--- src/rtl/btn_pkg.sv ---
// Shared defaults, FSM encoding and width helper for the button event arbiter.
package btn_pkg;

  localparam int DEBOUNCE_COUNT_DEF = 5_000_000;
  localparam int LONG_COUNT_DEF     = 100_000_000;
  localparam int HOLD_W             = 27;

  typedef enum logic {
    IDLE  = 1'b0,
    OFFER = 1'b1
  } arb_state_t;

  // Event index width; a single bit is kept even for the smallest configuration.
  function automatic int calc_idw(input int n);
    return (n > 2) ? $clog2(n) : 1;
  endfunction

endpackage

--- src/rtl/button_event_arbiter_if.sv ---
// Valid/ready event channel from the button arbiter to the display mode controller.
interface button_event_arbiter_if #(
  parameter int IDW = 2
);

  logic           evt_valid;
  logic           evt_ready;
  logic [IDW-1:0] evt_id;
  logic           evt_long;

  modport master (
    output evt_valid,
    output evt_id,
    output evt_long,
    input  evt_ready
  );

  modport slave (
    input  evt_valid,
    input  evt_id,
    input  evt_long,
    output evt_ready
  );

endinterface

--- src/rtl/debounce_button.sv ---
// Two-flop synchroniser followed by a stability counter; lvl follows the pin once it
// has disagreed with lvl for DEBOUNCE_COUNT+1 consecutive synchronised samples.
module debounce_button
  import btn_pkg::*;
#(
  parameter int DEBOUNCE_COUNT = DEBOUNCE_COUNT_DEF
) (
  input  logic clk,
  input  logic nrst,
  input  logic raw,
  output logic lvl
);

  localparam int CW = $clog2(DEBOUNCE_COUNT + 1);

  logic [1:0]    sync;
  logic [CW-1:0] cnt;

  // NOTE: state updates use non-blocking assignments so every register samples
  // pre-edge values regardless of the order the simulator runs processes in.
  always_ff @(posedge clk or negedge nrst) begin
    if (!nrst) begin
      sync <= '0;
      cnt  <= '0;
      lvl  <= 1'b0;
    end else begin
      sync <= {sync[0], raw};
      if (sync[1] == lvl) begin
        cnt <= '0;
      end else if (cnt == CW'(DEBOUNCE_COUNT)) begin
        lvl <= sync[1];
        cnt <= '0;
      end else begin
        cnt <= cnt + CW'(1);
      end
    end
  end

endmodule

--- src/rtl/rr_arbiter.sv ---
// Combinational round-robin pick: first request at or after ptr, wrapping N-1 -> 0.
module rr_arbiter #(
  parameter int N  = 4,
  parameter int IW = btn_pkg::calc_idw(N)
) (
  input  logic [N-1:0]  req,
  input  logic [IW-1:0] ptr,
  output logic [N-1:0]  gnt,
  output logic [IW-1:0] gnt_idx,
  output logic          gnt_any
);

  logic [N-1:0]  rot;
  logic [IW-1:0] off;
  logic [IW:0]   sum;

  // rot[j] is req[(ptr + j) mod N], so the lowest set bit is the winner's offset.
  assign rot = N'({req, req} >> ptr);

  // NOTE: every output gets a default before the search so no latch is inferred
  // on paths where nothing is requested.
  always_comb begin
    gnt     = '0;
    gnt_idx = '0;
    off     = '0;
    gnt_any = |rot;
    for (int j = N - 1; j >= 0; j--) begin
      if (rot[j]) off = IW'(j);
    end
    sum = {1'b0, ptr} + {1'b0, off};
    gnt_idx = (sum >= (IW+1)'(N)) ? IW'(sum - (IW+1)'(N)) : sum[IW-1:0];
    for (int j = 0; j < N; j++) begin
      gnt[j] = gnt_any && (gnt_idx == IW'(j));
    end
  end

endmodule

--- src/rtl/button_event_arbiter.sv ---
// Debounces N_BTN buttons, turns presses and long holds into pending events and hands
// them one at a time, round-robin, to the display controller over valid/ready.
module button_event_arbiter
  import btn_pkg::*;
#(
  parameter int N_BTN          = 4,
  parameter int DEBOUNCE_COUNT = DEBOUNCE_COUNT_DEF,
  parameter int LONG_COUNT     = LONG_COUNT_DEF
) (
  input  logic                   clk,
  input  logic                   nrst,
  input  logic [N_BTN-1:0]       btn_raw,
  button_event_arbiter_if.master evt,
  output logic [N_BTN-1:0]       btn_level,
  output logic                   overflow
);

  localparam int IDW = calc_idw(N_BTN);
  localparam logic [HOLD_W-1:0] HOLD_LIM = HOLD_W'(LONG_COUNT);
  localparam logic [HOLD_W-1:0] HOLD_PRE = HOLD_W'(LONG_COUNT - 1);

  arb_state_t       state, state_nxt;
  logic [N_BTN-1:0] lvl, lvl_d;
  logic [N_BTN-1:0] pend_s, pend_l;
  logic [N_BTN-1:0] set_s, set_l, clr_s, clr_l;
  logic [N_BTN-1:0] req, gnt;
  logic [IDW-1:0]   gnt_idx, rr, id_q;
  logic             gnt_any, gnt_short, grant_en, offer, long_q;

  for (genvar i = 0; i < N_BTN; i++) begin : g_ch
    logic [HOLD_W-1:0] hold;

    debounce_button #(
      .DEBOUNCE_COUNT(DEBOUNCE_COUNT)
    ) u_db (
      .clk (clk),
      .nrst(nrst),
      .raw (btn_raw[i]),
      .lvl (lvl[i])
    );

    // Saturating hold timer; the long event fires on the single cycle it reaches the limit.
    always_ff @(posedge clk or negedge nrst) begin
      if (!nrst)                hold <= '0;
      else if (!lvl[i])         hold <= '0;
      else if (hold != HOLD_LIM) hold <= hold + HOLD_W'(1);
    end

    assign set_l[i] = lvl[i] && (hold == HOLD_PRE);
  end

  assign set_s     = lvl & ~lvl_d;
  assign req       = pend_s | pend_l;
  assign btn_level = lvl;

  rr_arbiter #(
    .N (N_BTN),
    .IW(IDW)
  ) u_arb (
    .req    (req),
    .ptr    (rr),
    .gnt    (gnt),
    .gnt_idx(gnt_idx),
    .gnt_any(gnt_any)
  );

  // A granted channel hands out its short event first; the long one waits its next turn.
  assign gnt_short = |(gnt & pend_s);
  assign clr_s     = (grant_en && gnt_short)  ? gnt : '0;
  assign clr_l     = (grant_en && !gnt_short) ? gnt : '0;

  always_ff @(posedge clk or negedge nrst) begin
    if (!nrst) state <= IDLE;
    else       state <= state_nxt;
  end

  always_comb begin
    state_nxt = state;
    case (state)
      IDLE:    if (gnt_any)       state_nxt = OFFER;
      OFFER:   if (evt.evt_ready) state_nxt = IDLE;
      default: state_nxt = IDLE;
    endcase
  end

  always_comb begin
    offer    = (state == OFFER);
    grant_en = (state == IDLE) && gnt_any;
  end

  always_ff @(posedge clk or negedge nrst) begin
    if (!nrst) begin
      lvl_d    <= '0;
      pend_s   <= '0;
      pend_l   <= '0;
      overflow <= 1'b0;
      rr       <= '0;
      id_q     <= '0;
      long_q   <= 1'b0;
    end else begin
      lvl_d  <= lvl;
      // A set on a flag being granted this cycle wins and is not a drop.
      pend_s <= set_s | (pend_s & ~clr_s);
      pend_l <= set_l | (pend_l & ~clr_l);
      if (|((set_s & pend_s & ~clr_s) | (set_l & pend_l & ~clr_l))) overflow <= 1'b1;
      if (grant_en) begin
        id_q   <= gnt_idx;
        long_q <= ~gnt_short;
        rr     <= (gnt_idx == IDW'(N_BTN - 1)) ? '0 : gnt_idx + IDW'(1);
      end
    end
  end

  assign evt.evt_valid = offer;
  assign evt.evt_id    = id_q;
  assign evt.evt_long  = long_q;

endmodule

--- src/flat_wrapper.sv ---
// flat-port wrapper written by rule: the top's interface ports become plain ports
module button_event_arbiter_flat import btn_pkg::*;
#(
  parameter int N_BTN          = 4,
  parameter int DEBOUNCE_COUNT = DEBOUNCE_COUNT_DEF,
  parameter int LONG_COUNT     = LONG_COUNT_DEF
)
  (clk, nrst, btn_raw, btn_level, overflow, evt_evt_valid, evt_evt_id, evt_evt_long, evt_evt_ready);
  button_event_arbiter_if #(.IDW((calc_idw((4))))) evt_i ();
  input  logic clk;
  input  logic nrst;
  input  logic [N_BTN-1:0] btn_raw;
  output logic [N_BTN-1:0] btn_level;
  output logic overflow;
  output wire logic [$bits(evt_i.evt_valid)-1:0] evt_evt_valid;
  output wire logic [$bits(evt_i.evt_id)-1:0] evt_evt_id;
  output wire logic [$bits(evt_i.evt_long)-1:0] evt_evt_long;
  input wire logic [$bits(evt_i.evt_ready)-1:0] evt_evt_ready;
  assign evt_evt_valid = evt_i.evt_valid;
  assign evt_evt_id = evt_i.evt_id;
  assign evt_evt_long = evt_i.evt_long;
  assign evt_i.evt_ready = evt_evt_ready;
  button_event_arbiter #(.N_BTN(N_BTN), .DEBOUNCE_COUNT(DEBOUNCE_COUNT), .LONG_COUNT(LONG_COUNT)) u_core (.clk(clk), .nrst(nrst), .btn_raw(btn_raw), .evt(evt_i), .btn_level(btn_level), .overflow(overflow));
endmodule
--- config.mk ---
export PLATFORM = sky130hd
export DESIGN_NAME = button_event_arbiter_flat
export DESIGN_NICKNAME = d
export VERILOG_FILES = /design/src/rtl/btn_pkg.sv /design/src/rtl/button_event_arbiter_if.sv /design/src/rtl/debounce_button.sv /design/src/rtl/rr_arbiter.sv /design/src/rtl/button_event_arbiter.sv /design/src/flat_wrapper.sv
export SDC_FILE = /design/constraint.sdc
export NUM_CORES = 1
export LEC_CHECK = 0
export CAP_MARGIN = 20
export CORE_MARGIN = 2
export CORE_UTILIZATION = 63
export CTS_BUF_LIST = sky130_fd_sc_hd__clkbuf_16
export DETAILED_ROUTE_END_ITERATION = 10
export PLACE_DENSITY = 0.8
export SYNTH_ARGS = -nofsm -noshare
export SYNTH_HDL_FRONTEND = slang
export SYNTH_HIERARCHICAL = 1
export SYNTH_SLANG_ARGS = --single-unit
export TNS_END_PERCENT = 30
--- constraint.sdc ---
create_clock -name clk -period 4.59 [get_ports clk]
set_input_delay 0.6885 -clock clk [delete_from_list [all_inputs] [get_ports clk]]
set_output_delay 0.6885 -clock clk [all_outputs]
set_load 0.05 [all_outputs]
==> impl_metrics.ini <==
[outcome]
status = completed

[logic_synthesis]
ys_seq_area_share_pct = 47.8
synth-seq-cells = 231
syn_nets = 1276
synthCells = 1251
synth_top_area_share_pct = 47.8
synth-main-ff-cell = dfrtp_1
syn_area_sq_um = 12100
synth_area_leaders = dfrtp_1 (48%), xnor2_1 (5.1%), nor2_1 (5.1%)
yosys_warnings = 6
ys_types = 66
synth.avg_cell_area_sq_um = 9.67
synth_edf_count = 0
yosysMostFrequentCell = dfrtp_1
netlist_top_cells_count = dfrtp_1 (231), nor2_1 (163), nand2_1 (74)
async_flop_share_pct = 100
yosysTopAreaCell = dfrtp_1

[timing]
finalCriticalPeriod_ns = 3.50
tightest_slew_ns = 0.926
fin_skew_ns = 0.0119
fin_tns_setup_ns = 0
slew_headroom_pct = 38.2
fmax_mhz = 285
hold_violations = 0
finalMaxSlewViolations = 0
rsz0062_at_grt = false
fin_crit_sh_pct = 76.4
setup_viol_count_final = 0

[floorplan]
die_x_microns = 143
io_pins = 16
die_h_microns = 143
die_area_sq_um = 20300
num_rows = 50
start_util_pct = 64.4
core_area_sq_um = 18800

[power]
ir_drop_uv = 296
combPwrFrac_pct = 2.3
p_clk_share_pct = 47.4
p_switching_w = 0.000870
p_leak_nw = 5.13
p_seq_share_pct = 50.3
p_int_w = 0.00323
power_density_nw_per_um2 = 309
p_sw_share_pct = 21.2

[clock_network]
htreeDepth = 1
cts.path.max_buffers = 3
post-cts-setup-buffers = 0
numCtsBuffers = 25
ctsResizeCount = 0
cts_tree = done
clk_latency_ns = 0.52
clk_pin_slew_ns = 0.06
ctsHoldBuffers = 0
cts.sinks = 231
ctsRootBufferMaster = clkbuf_16

[grt]
grt-ovfl-total = 0
antenna_found_initial = 0
grtUsageTotal_pct = 24.1
grt_pass1_vias = 8911
grt_pass1_wl_microns = 41200
grt_max_degree = 122

[critical_path]
critPathMaxStageDelay_ns = 0.68
cp_top_family = simple AND/OR/NAND/NOR gates
worst-setup-path-type = reg2reg
arrival_ns = 3.96
critical_path_buf_inv_count = 0
rr_startpoint = u_core/pend_s[0]
critPathCaptureType = flop
worstPathRequired_ns = 5.04
path_cells = or2_2, or4_2, nand3_1, ha_1, xnor2_1, nand2_1, mux2i_1, a22o_1, or2_2, o21ai_0, or4_1, nand3_1
cp_max_fo = 8
startpoint_type = flop
crit_start = u_core/pend_s[0]
crit_slowest_cell = or4_2

[placement]
place_area_sq_um = 12500
hpwl_microns = 15400
io_buffers = 15
gp_congestion = 0.851

[drt]
met3_length_microns = 711
drt-initial-drc-count = 439
wl_per_cell_microns = 15.6
num_vias = 9104
ant_nets = 0
top_layer = met4
vias_per_cell = 6.02
wl_met1_microns = 10800
routed_wirelength_microns = 23500
wl_met2_microns = 11600
dr.pass1.iters = 5
drc = 0

[run]
drv_cap = 0

[layout]
post_route_cells_drive_above_1_share_pct = 8.13
area_growth_pct = 9.70
final_area_sq_um = 13300
diodes = 0
nNetsFinal = 1285
final_core_util_pct = 70.7

[hold_path]
hp-class = in2async
==> final timing paths <==
path	to	slack, ns	depth (start not counted)
setup / recovery	u_core/overflow	1.09	12
hold / removal	u_core/g_ch[3].u_db/cnt[21]	0.22	1
setup reg to reg	u_core/overflow	1.09	12
hold reg to reg	u_core/g_ch[3].u_db/sync[1]	0.35	0
max in group asynchronous	u_core/g_ch[1].hold[5]	3.33	2
min in group clk	u_core/g_ch[3].u_db/sync[1]	0.35	0
==> worst reg2reg max path: cells and delay by family (launching register included) <==
family	cells	cell delay [ns]
simple gates	7	2.09
flops	1	0.41
compound gates	2	0.33
mux	1	0.22
fa+ha+maj	1	0.20
xor+xnor	1	0.19
==> area by class of cell <==
| type | instances | area, sq um |
|---|---|---|
| timing repair buffer | 22 | 225 |
| tap | 234 | 293 |
| sequential | 231 | 5780 |
| clock buffer | 25 | 626 |
| clock inverter | 21 | 174 |
| inverter | 64 | 240 |
| fill | 1394 | 5500 |
| multi-input combinational | 916 | 5930 |
==> cells by family after synthesis <==
kind of cell	Yosys count	synth area share, %
AND/OR/NAND/NOR	604	28.1
flip-flops	231	47.8
AO/OA/AOI/OAI	143	7.50
XOR/XNOR	134	9.71
buffers and inverters	104	3.56
adder cells (fa/ha/maj)	18	1.86
multiplexers	17	1.48
==> cells in the final DEF, fill, tap and decap left out, drive strengths merged, types with 29 or more instances in the layout <==
cell	netlist	layout
nand3	74	74
nor3	29	29
nand2	74	74
inv	62	66
nor4	46	46
nor2	164	164
nand4	57	57
xor2	63	63
dfrtp	231	231
xnor2	71	71
o21ai	44	44
a21oi	56	56
==> flip-flops by register name (all words and copies together), names as in the netlist <==
register / cells
u_core/g_ch.u_db/sync: 8
u_core/evt.evt_id: 2
u_core/pend_s: 4
u_core/rr: 2
u_core/g_ch.u_db/cnt: 92
u_core/g_ch.u_db/lvl: 4
u_core/pend_l: 4
u_core/g_ch.hold: 108
u_core/lvl_d: 4
u_core/evt.evt_long: 1
u_core/overflow: 1
u_core/evt.evt_valid: 1
==> through the flow <==
step / cells / setup WS (ns) / total power (W) / hold slack, ns
after detailed placement: 1466 / 1.09 / 0.00220 / 0.335
after CTS: 1512 / 1.08 / 0.00416 / 0.284
final: 1513 / 1.09 / 0.00410 / 0.217
after global placement: 1465 / 1.22 / 0.00219 / 0.331
after global routing: 1513 / 0.874 / 0.00426 / 0.307
after floorplan: 1251 / 1.38 / 0.00213 / 0.331
==> routing by layer <==
metal  up-vias  GRT usage, %
met5         -             0
met4         0          5.84
met3        30          3.13
met2       142          41.3
met1      4452          32.8
li1       4480             -
==> power by group through the flow <==
stage / clock network, W / logic, W / registers (W)
2_1_floorplan: 0 / 0.0000347 / 0.00210
3_3_place_gp: 0 / 0.0000958 / 0.00210
3_5_place_dp: 0 / 0.0000988 / 0.00210
4_1_cts: 0.00200 / 0.000100 / 0.00206
5_1_grt: 0.00208 / 0.000111 / 0.00206
6_report: 0.00195 / 0.0000955 / 0.00206
Power figures use the tool's default switching activity.
